`config.mk`:
```
export PLATFORM = sky130hd
export DESIGN_NAME = cascade_inta_seq
export DESIGN_NICKNAME = d
export VERILOG_FILES = /design/src/rtl/cascade_inta_seq.sv
export SDC_FILE = /design/constraint.sdc
export NUM_CORES = 1
export LEC_CHECK = 0
export ABC_AREA = 1
export CORE_MARGIN = 2
export CORE_UTILIZATION = 41
export DETAILED_ROUTE_END_ITERATION = 8
export GPL_TIMING_DRIVEN = 0
export PLACE_DENSITY = 0.7
export SETUP_SLACK_MARGIN = 0.1
export SLEW_MARGIN = 20
export SYNTH_ARGS = -nofsm -noshare
export SYNTH_HDL_FRONTEND = slang
export SYNTH_SLANG_ARGS = --single-unit
```
`constraint.sdc`:
```
create_clock -name CLK -period 2.3 [get_ports CLK]
set_input_delay 0.23 -clock CLK [delete_from_list [all_inputs] [get_ports CLK]]
set_output_delay 0.23 -clock CLK [all_outputs]
set_load 0.1 [all_outputs]
```
`src/rtl/cascade_inta_seq.sv`:
```
`default_nettype none
// ============================================================================
//  Module   : cascade_inta_seq
//  Purpose  : INTA sequencer for an 8259-style PIC. It follows the two-pulse
//             8086 interrupt-acknowledge cycle. As master it drives the CAS
//             bus with the serviced IR level. As slave it decides whether the
//             CAS bus selects this device. It issues the ISR-set, freeze,
//             vector-enable and AEOI strobes to the priority/ISR stages.
//  Ports    : CLK, RSTn          clock (rising edge), async active-low reset
//             INTAn              CPU acknowledge, active low, synchronous
//             SPENn, buff, MS    role selection (master = buff ? MS : SPENn)
//             sngl, icw3_m       single mode / master cascade map
//             slave_id           slave cascade identity
//             int_pend,irq_level resolver request and its IR level
//             aeoi               automatic end-of-interrupt mode
//             CAS_in             sampled CAS bus
//             CAS_out, CAS_oe    CAS value and enable when acting as master
//             freeze             hold IRR/priority during the acknowledge
//             isr_set, aeoi_clr  one-cycle ISR set / clear strobes
//             vec_oe, vec_level  vector enable and latched IR level
//             abort              one-cycle strobe, 2nd INTA never arrived
//  Revision : 1.0  initial release
// ============================================================================
module cascade_inta_seq #(
  parameter int unsigned TIMEOUT = 64,
  parameter int unsigned CNT_W   = 7
) (
  input  logic       CLK,
  input  logic       RSTn,
  input  logic       INTAn,
  input  logic       SPENn,
  input  logic       buff,
  input  logic       MS,
  input  logic       sngl,
  input  logic [7:0] icw3_m,
  input  logic [2:0] slave_id,
  input  logic       int_pend,
  input  logic [2:0] irq_level,
  input  logic       aeoi,
  input  logic [2:0] CAS_in,
  output logic [2:0] CAS_out,
  output logic       CAS_oe,
  output logic       freeze,
  output logic       isr_set,
  output logic       vec_oe,
  output logic [2:0] vec_level,
  output logic       aeoi_clr,
  output logic       abort
);

  typedef enum logic [1:0] {
    ST_IDLE = 2'd0,
    ST_ACK1 = 2'd1,
    ST_GAP  = 2'd2,
    ST_ACK2 = 2'd3
  } state_t;

  state_t           state_q,     state_d;
  logic             prev_q,      prev_d;
  logic [CNT_W-1:0] cnt_q,       cnt_d;
  logic             master_q,    master_d;
  logic             pend_q,      pend_d;
  logic [2:0]       vec_level_q, vec_level_d;
  logic [2:0]       cas_out_q,   cas_out_d;
  logic             cas_oe_q,    cas_oe_d;
  logic             freeze_q,    freeze_d;
  logic             isr_set_q,   isr_set_d;
  logic             vec_oe_q,    vec_oe_d;
  logic             aeoi_clr_q,  aeoi_clr_d;
  logic             abort_q,     abort_d;

  logic       fall;
  logic       rise;
  logic       role_master;
  logic [2:0] ack_level;

  assign fall        = !INTAn &&  prev_q;
  assign rise        =  INTAn && !prev_q;
  assign role_master = buff ? MS : SPENn;
  // With nothing pending the acknowledge is spurious and reports IR7.
  assign ack_level   = int_pend ? irq_level : 3'd7;

  always_comb begin
    state_d     = state_q;
    prev_d      = INTAn;
    cnt_d       = cnt_q;
    master_d    = master_q;
    pend_d      = pend_q;
    vec_level_d = vec_level_q;
    cas_out_d   = cas_out_q;
    cas_oe_d    = cas_oe_q;
    freeze_d    = freeze_q;
    vec_oe_d    = vec_oe_q;
    isr_set_d   = 1'b0;
    aeoi_clr_d  = 1'b0;
    abort_d     = 1'b0;

    case (state_q)
      ST_IDLE: begin
        if (fall) begin
          state_d     = ST_ACK1;
          master_d    = role_master;
          pend_d      = int_pend;
          vec_level_d = ack_level;
          freeze_d    = 1'b1;
          if (role_master) begin
            isr_set_d = int_pend;
            if (!sngl && icw3_m[ack_level]) begin
              cas_out_d = ack_level;
              cas_oe_d  = 1'b1;
            end
          end
        end
      end

      ST_ACK1: begin
        if (rise) begin
          state_d = ST_GAP;
          cnt_d   = '0;
        end
      end

      ST_GAP: begin
        cnt_d = cnt_q + CNT_W'(1);
        if (fall) begin
          state_d = ST_ACK2;
          if (master_q) begin
            // A cascaded slave supplies the vector for its own IR line.
            vec_oe_d = sngl || !icw3_m[vec_level_q];
          end else if (CAS_in == slave_id) begin
            // The request latched at the first pulse decides the ISR set,
            // so a spurious acknowledge never marks a level in service.
            isr_set_d = pend_q;
            vec_oe_d  = 1'b1;
          end
        end else if (cnt_q == CNT_W'(TIMEOUT - 1)) begin
          state_d  = ST_IDLE;
          abort_d  = 1'b1;
          freeze_d = 1'b0;
          cas_oe_d = 1'b0;
        end
      end

      ST_ACK2: begin
        if (rise) begin
          state_d    = ST_IDLE;
          aeoi_clr_d = aeoi && vec_oe_q && pend_q;
          vec_oe_d   = 1'b0;
          cas_oe_d   = 1'b0;
          freeze_d   = 1'b0;
        end
      end

      default: state_d = ST_IDLE;
    endcase
  end

  always_ff @(posedge CLK or negedge RSTn) begin
    if (!RSTn) begin
      state_q     <= ST_IDLE;
      prev_q      <= 1'b1;
      cnt_q       <= '0;
      master_q    <= 1'b0;
      pend_q      <= 1'b0;
      vec_level_q <= 3'd0;
      cas_out_q   <= 3'd0;
      cas_oe_q    <= 1'b0;
      freeze_q    <= 1'b0;
      isr_set_q   <= 1'b0;
      vec_oe_q    <= 1'b0;
      aeoi_clr_q  <= 1'b0;
      abort_q     <= 1'b0;
    end else begin
      state_q     <= state_d;
      prev_q      <= prev_d;
      cnt_q       <= cnt_d;
      master_q    <= master_d;
      pend_q      <= pend_d;
      vec_level_q <= vec_level_d;
      cas_out_q   <= cas_out_d;
      cas_oe_q    <= cas_oe_d;
      freeze_q    <= freeze_d;
      isr_set_q   <= isr_set_d;
      vec_oe_q    <= vec_oe_d;
      aeoi_clr_q  <= aeoi_clr_d;
      abort_q     <= abort_d;
    end
  end

  assign CAS_out   = cas_out_q;
  assign CAS_oe    = cas_oe_q;
  assign freeze    = freeze_q;
  assign isr_set   = isr_set_q;
  assign vec_oe    = vec_oe_q;
  assign vec_level = vec_level_q;
  assign aeoi_clr  = aeoi_clr_q;
  assign abort     = abort_q;

endmodule
`default_nettype wire

```
==> impl_results.md, run 1 <==
* Final hold vios at 0
* First-pass GRT wire length at 5020 microns
* Setup CP Type: reg -> out
* RSZ-0062 raised after global routing: no
* Clock transition at path regs at 0.13 ns
* Pint at 997 uW
* Rel. slew slack at 0.351
* Most frequently used flop master after synthesis: dfrtp_1
* Critical Path End Type: output port
* Initial antenna violation count at 0
* First-pass detailed-route iteration total at 4
* Min Clock Period, post-route at 2.10 ns
* Synth Net Count at 198
* Flops & latches, synth at 24
* Status: complete, no violations
* Slew @ Worst Pin at 0.970 ns
* Clock latency at the later pin of the worst-skew pair at 0.32 ns
* Sw frac at 0.525
* Post-DP HPWL at 2370 microns
* Cells after Synth at 171
* H-tree depth at 1
* Psw at 1.10 mW
* I/O pins at 38
* Drt via density at 4.83
* Area of the multi-input gates at 656 sq um
* Ys async rst share at 1.00
* Core Box Area at 3280 sq um
* Setup TNS at 0 ns
* Pre-CTS setup slack at 0.544 ns
* WP data required at 2.07 ns
* Sequential share of power at 0.323
* Final WS setup at 0.198 ns
* Die height at 61.9 microns
* Slew Viols, Final at 0
* Sequential Area at 602 sq um
* Combinational share of power at 0.567
* TritonCTS clock tree: done
* Largest vdd supply drop at 899 uV
* Synth-to-layout area growth at 34.3%
* Cell area after synthesis at 1380 sq um
* CP delay by family, top: buffers and inverters
* Ys Warns at 0
* Iter 0 DRT Violations at 58
* Total wire length at 2970 microns
* Critical-path top delay cell: clkdlybuf4s50_1
* Buffers on Ports at 37
* Syn Area/Cell at 8.05 sq um
* Initial Util at 0.419
* GRT overflow at 0
* Clk network pwr share at 0.109
* CP bufs+invs at 1
* Max incr delay on CP at 1.14 ns
* DRC at 0
* Fillers at 307
* Layout cells sized above 1 at 0.155
* Worst-path cell chain: clkdlybuf4s50_1
* CTS buffer count at 3
* Class of the worst hold path: in -> reg
* Vias in the first global route at 1229
* Post-synth EDFFs at 0
* Peak Freq at 476 MHz
* Clock sinks at 24
* Pwr dens at 1140 nW/um^2
* GP Congestion at 0.786
* Die Wd at 61.9 microns
* Clock root buffer: clkbuf_4
* Worst Setup Start Kind: register
* NumNets Final at 241
* Wire per inst at 11.5 microns
* Overall power at 2.10 mW
* Placed cells at 254
* Final Util at 0.563
* Maximum clock insertion buffer count at 2
* Critical Path AT at 1.87 ns
* Yosys cell types at 31
* # rows at 21
* Register area share after synthesis at 0.437
* Full die area at 3840 sq um
* Diode count at 0
* Clock Skew at 0.00123 ns
* Max-cap check violation count at 0
* Pin count of the biggest net entering global routing at 25
* Routed vias at 1251
* Fin crit share at 0.914
* Max Fanout on Critical Path at 4
* # setup viols final at 0
* GRT Util Overall at 0.175
* Final non-filler cell total at 259
* Pleak at 0.870 nW
* Antenna Nets Post-Route at 0
==> logic make-up after synthesis <==
group	share of synthesized area
compound gates	0.118
xor+xnor	0.0255
fa+ha+maj	0.00909
buf+inv	0.0864
flops	0.437
mux	0.00727
simple gates	0.316
==> cells in the final DEF, fill, tap and decap left out, types with 2 or more instances in the layout <==
cell             synthesis  routed
a21oi_1                  2       2
and3_1                   2       2
clkbuf_4                 0       3
clkdlybuf4s50_1          0      35
dfrtp_1                 23      23
inv_1                   20      20
inv_2                    5       5
nand2_1                 37      37
nand2_2                  9       9
nand3_1                 13      13
nand3_2                  2       2
nor2_1                  12      12
nor2_2                   2       2
nor2_4                   2       2
nor3_1                   2       2
o211ai_1                 3       3
o21ai_0                 12      12
o21ai_1                  8       8
xnor2_1                  3       3
==> flip-flops by register name (all words and copies together), names as in the netlist <==
name	count
freeze	1
master_q	1
aeoi_clr	1
vec_level	3
state_q	2
pend_q	1
cnt_q	7
CAS_out	3
prev_q	1
vec_oe	1
isr_set	1
CAS_oe	1
abort	1
==> per-layer routing <==
| metal | track usage | part of all wire | wire length (microns) |
|---|---|---|---|
| met4 | 0.0517 | 0.0061 | 18 |
| met1 | 0.220 | 0.43 | 1290 |
| met3 | 0.0311 | 0.044 | 131 |
| met2 | 0.305 | 0.52 | 1540 |
| met5 | 0 | 0 | 0 |
==> through the flow <==
step | cell area, sq um | hold slack [ns]
2_1_floorplan | 1380 | -0.0656
3_3_place_gp | 1800 | 0.471
3_5_place_dp | 1800 | 0.476
4_1_cts | 1840 | 0.364
5_1_grt | 1850 | 0.361
6_report | 1850 | 0.372
==> synthesized netlist by cell type, types with 2 or more instances <==
master | n | area (sq um)
inv_1 | 20 | 75.1
dfrtp_1 | 23 | 576
o21ai_0 | 12 | 60.1
a21oi_1 | 2 | 10.0
o211ai_1 | 3 | 22.5
nand3_1 | 13 | 65.1
nor2_2 | 2 | 12.5
nand3_2 | 2 | 20.0
nand2_2 | 9 | 56.3
and3_1 | 2 | 12.5
nor3_1 | 2 | 10.0
xnor2_1 | 3 | 26.3
inv_2 | 5 | 18.8
nand2_1 | 37 | 139
nor2_4 | 2 | 22.5
nor2_1 | 12 | 45.0
o21ai_1 | 8 | 40.0
==> power by group through the flow <==
stage	Sequential [mW]	Combinational (mW)	Clock, mW
3_5_place_dp	0.685	1.20	0
3_3_place_gp	0.680	1.18	0
5_1_grt	0.702	1.28	0.254
6_report	0.679	1.19	0.230
4_1_cts	0.680	1.20	0.238
2_1_floorplan	1.17	0.407	0
==> worst paths after layout <==
kind | start | endpoint | slack, ns | cells past startpoint
max | vec_level[1]$_DFFE_PN0P_ | vec_level[1] | 0.20 | 1
max in group asynchronous | RSTn | prev_q$_DFF_PN1_ | 1.54 | 2
min reg2reg | CAS_oe$_DFFE_PN0P_ | CAS_oe$_DFFE_PN0P_ | 0.50 | 2
max reg2reg | cnt_q[0]$_DFFE_PN0P_ | CAS_oe$_DFFE_PN0P_ | 0.82 | 12
min | INTAn | prev_q$_DFF_PN1_ | 0.37 | 1
min in group asynchronous | RSTn | vec_oe$_DFFE_PN0P_ | 0.40 | 2
==> final cells by class <==
| class | count | share of cell area |
|---|---|---|
| flip-flops and latches | 24 | 0.326 |
| repair buffers | 38 | 0.204 |
| well taps | 46 | 0.0311 |
| multi-input cells | 119 | 0.355 |
| plain buffers | 1 | 0.00609 |
| clock buffers | 4 | 0.0196 |
| inverters | 27 | 0.0582 |
==> timing repair <==
action	in CTS	in global routing
resized for setup	0	1
hold buffers	0	1
buffers inserted	0	0
endpoints found under the setup margin	0	1
endpoints found under the hold margin	0	23
Note: power is estimated with default switching activity, not from simulation.
==> run 2: changes to the inputs <==
==> constraint.sdc (replaced) <==
create_clock -name CLK -period 2.4 [get_ports CLK]
set_input_delay 0.24 -clock CLK [delete_from_list [all_inputs] [get_ports CLK]]
set_output_delay 0.24 -clock CLK [all_outputs]
set_load 0.1 [all_outputs]
==> impl_results.md, run 2 (same netlist as run 1, synthesis figures left out) <==
* Status: complete, no violations (unchanged)
* Synth-to-layout area growth at 34.1% (was 34.3%)
* Pin count of the biggest net entering global routing at 25 (unchanged)
* Full die area at 3840 sq um (unchanged)
* CTS buffer count at 3 (unchanged)
* Critical-path top delay cell: clkdlybuf4s50_1 (unchanged)
* Final hold vios at 0 (unchanged)
* I/O pins at 38 (unchanged)
* GP Congestion at 0.786 (unchanged)
* Max-cap check violation count at 0 (unchanged)
* Largest vdd supply drop at 861 uV (was 899 uV)
* Total wire length at 2950 microns (was 2970 microns)
* Worst reg2reg path depth at 12 (unchanged)
* Placed cells at 254 (unchanged)
* Fillers at 309 (was 307)
* Setup TNS at 0 ns (unchanged)
* Post-DP HPWL at 2370 microns (unchanged)
* CP delay by family, top: buffers and inverters (unchanged)
* RSZ-0062 raised after global routing: no (unchanged)
* Setup CP Type: reg -> out (unchanged)
* Die Wd at 61.9 microns (unchanged)
* Initial antenna violation count at 0 (unchanged)
* Fin crit share at 0.891
* Critical Path AT at 1.90 ns (was 1.87 ns)
* WHS Path Cells at 1 (unchanged)
* Clock root buffer: clkbuf_4 (unchanged)
* # rows at 21 (unchanged)
* Wire per inst at 11.4 microns (was 11.5 microns)
* Worst-path cell chain: clkdlybuf4s50_1 (unchanged)
* Worst r2r dst: CAS_oe$_DFFE_PN0P_ (unchanged)
* TritonCTS clock tree: done (unchanged)
* Core Box Area at 3280 sq um (unchanged)
* DRC at 0 (unchanged)
* Iter 0 DRT Violations at 53 (was 58)
* Diode count at 0 (unchanged)
* Commonest non-fill, non-tap cell in the layout: nand2_1 (unchanged)
* Rel. slew slack at 0.350 (was 0.351)
* Antenna Nets Post-Route at 0 (unchanged)
* # setup viols final at 0 (unchanged)
* Largest Register: cnt_q (unchanged)
* Critical Path End Type: output port (unchanged)
* Clock sinks at 24 (unchanged)
* Initial Util at 0.419 (unchanged)
* Die height at 61.9 microns (unchanged)
* Maximum clock insertion buffer count at 2 (unchanged)
* Worst Setup Start Kind: register (unchanged)
* Pleak at 0.861 nW (was 0.870 nW)
* Clock latency at the later pin of the worst-skew pair at 0.32 ns (about the same)
* Vias in the first global route at 1229 (unchanged)
* Fin area at 1850 sq um (about the same)
* NumNets Final at 241 (unchanged)
* Hold endpoint: prev_q$_DFF_PN1_ (unchanged)
* Final non-filler cell total at 259 (unchanged)
* WP data required at 2.16 ns (was 2.07 ns)
* Max incr delay on CP at 1.16 ns (was 1.14 ns)
* Slew @ Worst Pin at 0.972 ns (was 0.970 ns)
* Clock Skew at 0.00110 ns (was 0.00123 ns)
* GRT overflow at 0 (unchanged)
* Final Util at 0.562 (was 0.563)
* First-pass GRT wire length at 5020 microns (unchanged)
* Layout cells sized above 1 at 0.155 (unchanged)
* First-pass detailed-route iteration total at 4 (unchanged)
* Hold Slack at 0.385 ns (was 0.372 ns)
* Drt via density at 4.83 (about the same)
* Class of the worst hold path: in -> reg (unchanged)
* Max reg flops at 7 (unchanged)
* Routed vias at 1250 (was 1251)
* Reg2reg setup slack at 0.92 ns (was 0.82 ns)
* Critical hold path startpoint: INTAn (unchanged)
* Buffers on Ports at 37 (unchanged)
* H-tree depth at 1 (unchanged)
* GRT Util Overall at 0.175 (unchanged)
* CP bufs+invs at 1 (unchanged)
* Slew Viols, Final at 0 (unchanged)
* Post-CTS sizing at 0 (unchanged)
* Most frequent cells in the layout: nand2_1 (37), clkdlybuf4s50_1 (36), dfrtp_1 (23) (was nand2_1 (37), clkdlybuf4s50_1 (35), dfrtp_1 (23))
* R2r startpoint: cnt_q[0]$_DFFE_PN0P_ (unchanged)
* Pwr dens at 1090 nW/um^2 (was 1140 nW/um^2)
* Clock transition at path regs at 0.13 ns (about the same)
* Max Fanout on Critical Path at 5 (was 4)
* Peak Freq at 468 MHz
* Area after DPL at 1800 sq um (unchanged)
* Min Clock Period, post-route at 2.14 ns
==> run 2: final cells by class <==
cell class	count	area (sq um)	area share
timing repair buffer	38	375	0.203
inverter	27	108	0.0583
tap	46	57.6	0.0312
multi-input combinational	119	656	0.355
clock buffer	4	36.3	0.0197
sequential	24	602	0.326
buffer	1	11.3	0.00610
==> run 2: worst max path at each step <==
stage	start	to	slack, ns	cells past startpoint
final	vec_level[0]$_DFFE_PN0P_	vec_level[0]	0.26	1
after global routing	vec_level[0]$_DFFE_PN0P_	vec_level[0]	0.18	1
after CTS	vec_level[0]$_DFFE_PN0P_	vec_level[0]	0.25	1
after detailed placement	vec_level[0]$_DFFE_PN0P_	vec_level[0]	0.63	1
after global placement	vec_level[0]$_DFFE_PN0P_	vec_level[0]	0.63	1
after floorplan	vec_level[0]$_DFFE_PN0P_	vec_oe$_DFFE_PN0P_	0.61	8
==> run 2: report_power, final <==
| part | switching (mW) | internal (mW) | leakage [nW] |
|---|---|---|---|
| registers | 0.109 | 0.541 | 0.305 |
| clock network | 0.126 | 0.0928 | 0.0210 |
| logic | 0.819 | 0.323 | 0.535 |
| total | 1.05 | 0.956 | 0.861 |
==> run 2: layer usage <==
metal / up-vias / wire [microns] / track usage / part of all wire
li1: 639 / - / - / -
met1: 581 / 1310 / 0.220 / 0.44
met2: 28 / 1510 / 0.305 / 0.51
met3: 2 / 117 / 0.0311 / 0.040
met4: 0 / 18 / 0.0517 / 0.0061
met5: - / 0 / 0 / 0
==> run 2: repair_timing <==
item                      CTS  global route
hold endpoints to repair    0            23
hold buffers                0             1
buffers inserted            0             0
==> run 2: per-stage QoR <==
stage / setup slack (ns) / power, mW
6_report: 0.261 / 2.01
5_1_grt: 0.183 / 2.14
4_1_cts: 0.250 / 2.03
3_5_place_dp: 0.634 / 1.80
3_3_place_gp: 0.634 / 1.78
2_1_floorplan: 0.607 / 1.51
==> run 3: changes to the inputs <==
--- a/config.mk
+++ b/config.mk
@@ -6,13 +6,14 @@
 export NUM_CORES = 1
 export LEC_CHECK = 0
 export ABC_AREA = 1
+export CELL_PAD_IN_SITES_DETAIL_PLACEMENT = 1
+export CELL_PAD_IN_SITES_GLOBAL_PLACEMENT = 1
 export CORE_MARGIN = 2
-export CORE_UTILIZATION = 41
+export CORE_UTILIZATION = 34
 export DETAILED_ROUTE_END_ITERATION = 8
 export GPL_TIMING_DRIVEN = 0
-export PLACE_DENSITY = 0.7
+export PLACE_DENSITY_LB_ADDON = 0.1
 export SETUP_SLACK_MARGIN = 0.1
-export SLEW_MARGIN = 20
 export SYNTH_ARGS = -nofsm -noshare
 export SYNTH_HDL_FRONTEND = slang
 export SYNTH_SLANG_ARGS = --single-unit
==> impl_results.md, run 3 (same netlist as run 1, synthesis figures left out) <==
* First-pass GRT wire length at 5730 microns (was 5020 microns)
* Clock root buffer: clkbuf_8 (was clkbuf_4)
* Clock Skew at 0.00607 ns (was 0.00110 ns)
* WP data required at 2.16 ns (about the same)
* Post-CTS sizing at 0 (unchanged)
* Peak Freq at 485 MHz (was 468 MHz)
* I/O pins at 38 (unchanged)
* Rel. slew slack at 0.274 (was 0.350)
* Antenna Nets Post-Route at 0 (unchanged)
* Max Fanout on Critical Path at 5 (unchanged)
* CP bufs+invs at 1 (unchanged)
* Placed cells at 258 (was 254)
* Vias in the first global route at 1287 (was 1229)
* Setup CP Type: reg -> out (unchanged)
* Class of the worst hold path: in -> reg (unchanged)
* Die Wd at 67.6 microns (was 61.9 microns)
* Initial Util at 0.349 (was 0.419)
* Pwr dens at 1120 nW/um^2 (was 1090 nW/um^2)
* Critical Path End Type: output port (unchanged)
* Slew Viols, Final at 0 (unchanged)
* Clock transition at path regs at 0.09 ns (was 0.13 ns)
* First-pass detailed-route iteration total at 4 (unchanged)
* Routed vias at 1284 (was 1250)
* CTS buffer count at 3 (unchanged)
* Core Box Area at 3940 sq um (was 3280 sq um)
* Setup TNS at 0 ns (unchanged)
* Largest Register: cnt_q (unchanged)
* Maximum clock insertion buffer count at 2 (unchanged)
* Layout cells sized above 1 at 0.151 (was 0.155)
* Pin count of the biggest net entering global routing at 25 (unchanged)
* Largest vdd supply drop at 735 uV (was 861 uV)
* Hold Slack at 0.443 ns (was 0.385 ns)
* CP delay by family, top: buffers and inverters (unchanged)
* Diode count at 0 (unchanged)
* Critical Path AT at 1.82 ns (was 1.90 ns)
* TritonCTS clock tree: done (unchanged)
* Total wire length at 3410 microns (was 2950 microns)
* Clock latency at the later pin of the worst-skew pair at 0.27 ns (was 0.32 ns)
* Drt via density at 4.90 (was 4.83)
* Iter 0 DRT Violations at 59 (was 53)
* GRT Util Overall at 0.164 (was 0.175)
* H-tree depth at 1 (unchanged)
* Final hold vios at 0 (unchanged)
* # setup viols final at 0 (unchanged)
* NumNets Final at 240 (was 241)
* Full die area at 4570 sq um (was 3840 sq um)
* Critical-path top delay cell: clkdlybuf4s50_1 (unchanged)
* Min Clock Period, post-route at 2.06 ns (was 2.14 ns)
* Worst-path cell chain: clkdlybuf4s50_1 (unchanged)
* Status: complete, no violations (unchanged)
* Wire per inst at 13.0 microns (was 11.4 microns)
* Final non-filler cell total at 262 (was 259)
* Buffers on Ports at 37 (unchanged)
* DRC at 0 (unchanged)
* # rows at 23 (was 21)
* Pleak at 0.864 nW (was 0.861 nW)
* Worst Setup Start Kind: register (unchanged)
* Max incr delay on CP at 1.15 ns (was 1.16 ns)
* Clock sinks at 24 (unchanged)
* Max-cap check violation count at 0 (unchanged)
* Max reg flops at 7 (unchanged)
* Post-DP HPWL at 2870 microns (was 2370 microns)
* CTS hold repair buffers at 0 (unchanged)
* Most frequent cells in the layout: nand2_1 (37), clkdlybuf4s50_1 (37), dfrtp_1 (23) (was nand2_1 (37), clkdlybuf4s50_1 (36), dfrtp_1 (23))
* Setup bufs post-CTS at 0 (unchanged)
* Slew @ Worst Pin at 1.09 ns (was 0.972 ns)
* GP Congestion at 0.824 (was 0.786)
* Die height at 67.6 microns (was 61.9 microns)
* Initial antenna violation count at 0 (unchanged)
* RSZ-0062 raised after global routing: no (unchanged)
* Fin crit share at 0.860 (was 0.891)
* GRT overflow at 0 (unchanged)
* Synth-to-layout area growth at 35.5% (was 34.1%)
-- run 3: cell count changes in the layout (fill, tap and decap cells not counted), sizes merged --
cell           previous run  this run
buf                       2         1
clkdlybuf4s50            36        37
dlygate4sd3               1         0
-- run 3: report_power, final --
part	total (mW)	internal, mW	switching (mW)	leakage (nW)
clock network	0.284	0.147	0.138	0.0288
registers	0.649	0.542	0.107	0.305
logic	1.16	0.323	0.838	0.531
total	2.09	1.01	1.08	0.864
-- run 3: per-stage QoR --
| stage | setup WS, ns | total power, mW | util | instance area [sq um] |
|---|---|---|---|---|
| global route | 0.259 | 2.24 | 0.473 | 1860 |
| floorplan | 0.607 | 1.51 | - | 1380 |
| CTS | 0.325 | 2.12 | 0.473 | 1860 |
| finish | 0.336 | 2.09 | 0.473 | 1860 |
| global placement | 0.642 | 1.79 | 0.459 | 1810 |
| detailed placement | 0.630 | 1.83 | 0.459 | 1810 |
-- run 3: path summary, 6_finish.rpt --
kind	from	cells past startpoint	endpoint	slack, ns
max in group asynchronous	RSTn	1	vec_level[0]$_DFFE_PN0P_	1.19
min reg2reg	CAS_oe$_DFFE_PN0P_	2	CAS_oe$_DFFE_PN0P_	0.48
min	INTAn	1	prev_q$_DFF_PN1_	0.44
max reg2reg	cnt_q[0]$_DFFE_PN0P_	12	CAS_oe$_DFFE_PN0P_	0.87
min in group asynchronous	RSTn	1	vec_oe$_DFFE_PN0P_	0.54
max	vec_level[0]$_DFFE_PN0P_	1	vec_level[0]	0.34
-- run 3: final cells by class --
| cell class | instances | area, sq um |
|---|---|---|
| clock buffers | 4 | 55.1 |
| repair buffers | 37 | 370 |
| flip-flops and latches | 24 | 602 |
| multi-input cells | 119 | 656 |
| plain buffers | 1 | 11.3 |
| fillers | 480 | 2080 |
| well taps | 50 | 62.6 |
| inverters | 27 | 108 |
-- run 3: layer usage --
layer,wire length [microns],global-route usage,share of wire,up-vias
met2,1700,0.283,0.50,22
met5,0,0,0,-
met3,86,0.0167,0.025,2
li1,-,-,-,635
met1,1600,0.216,0.47,625
met4,21,0.0459,0.0062,0
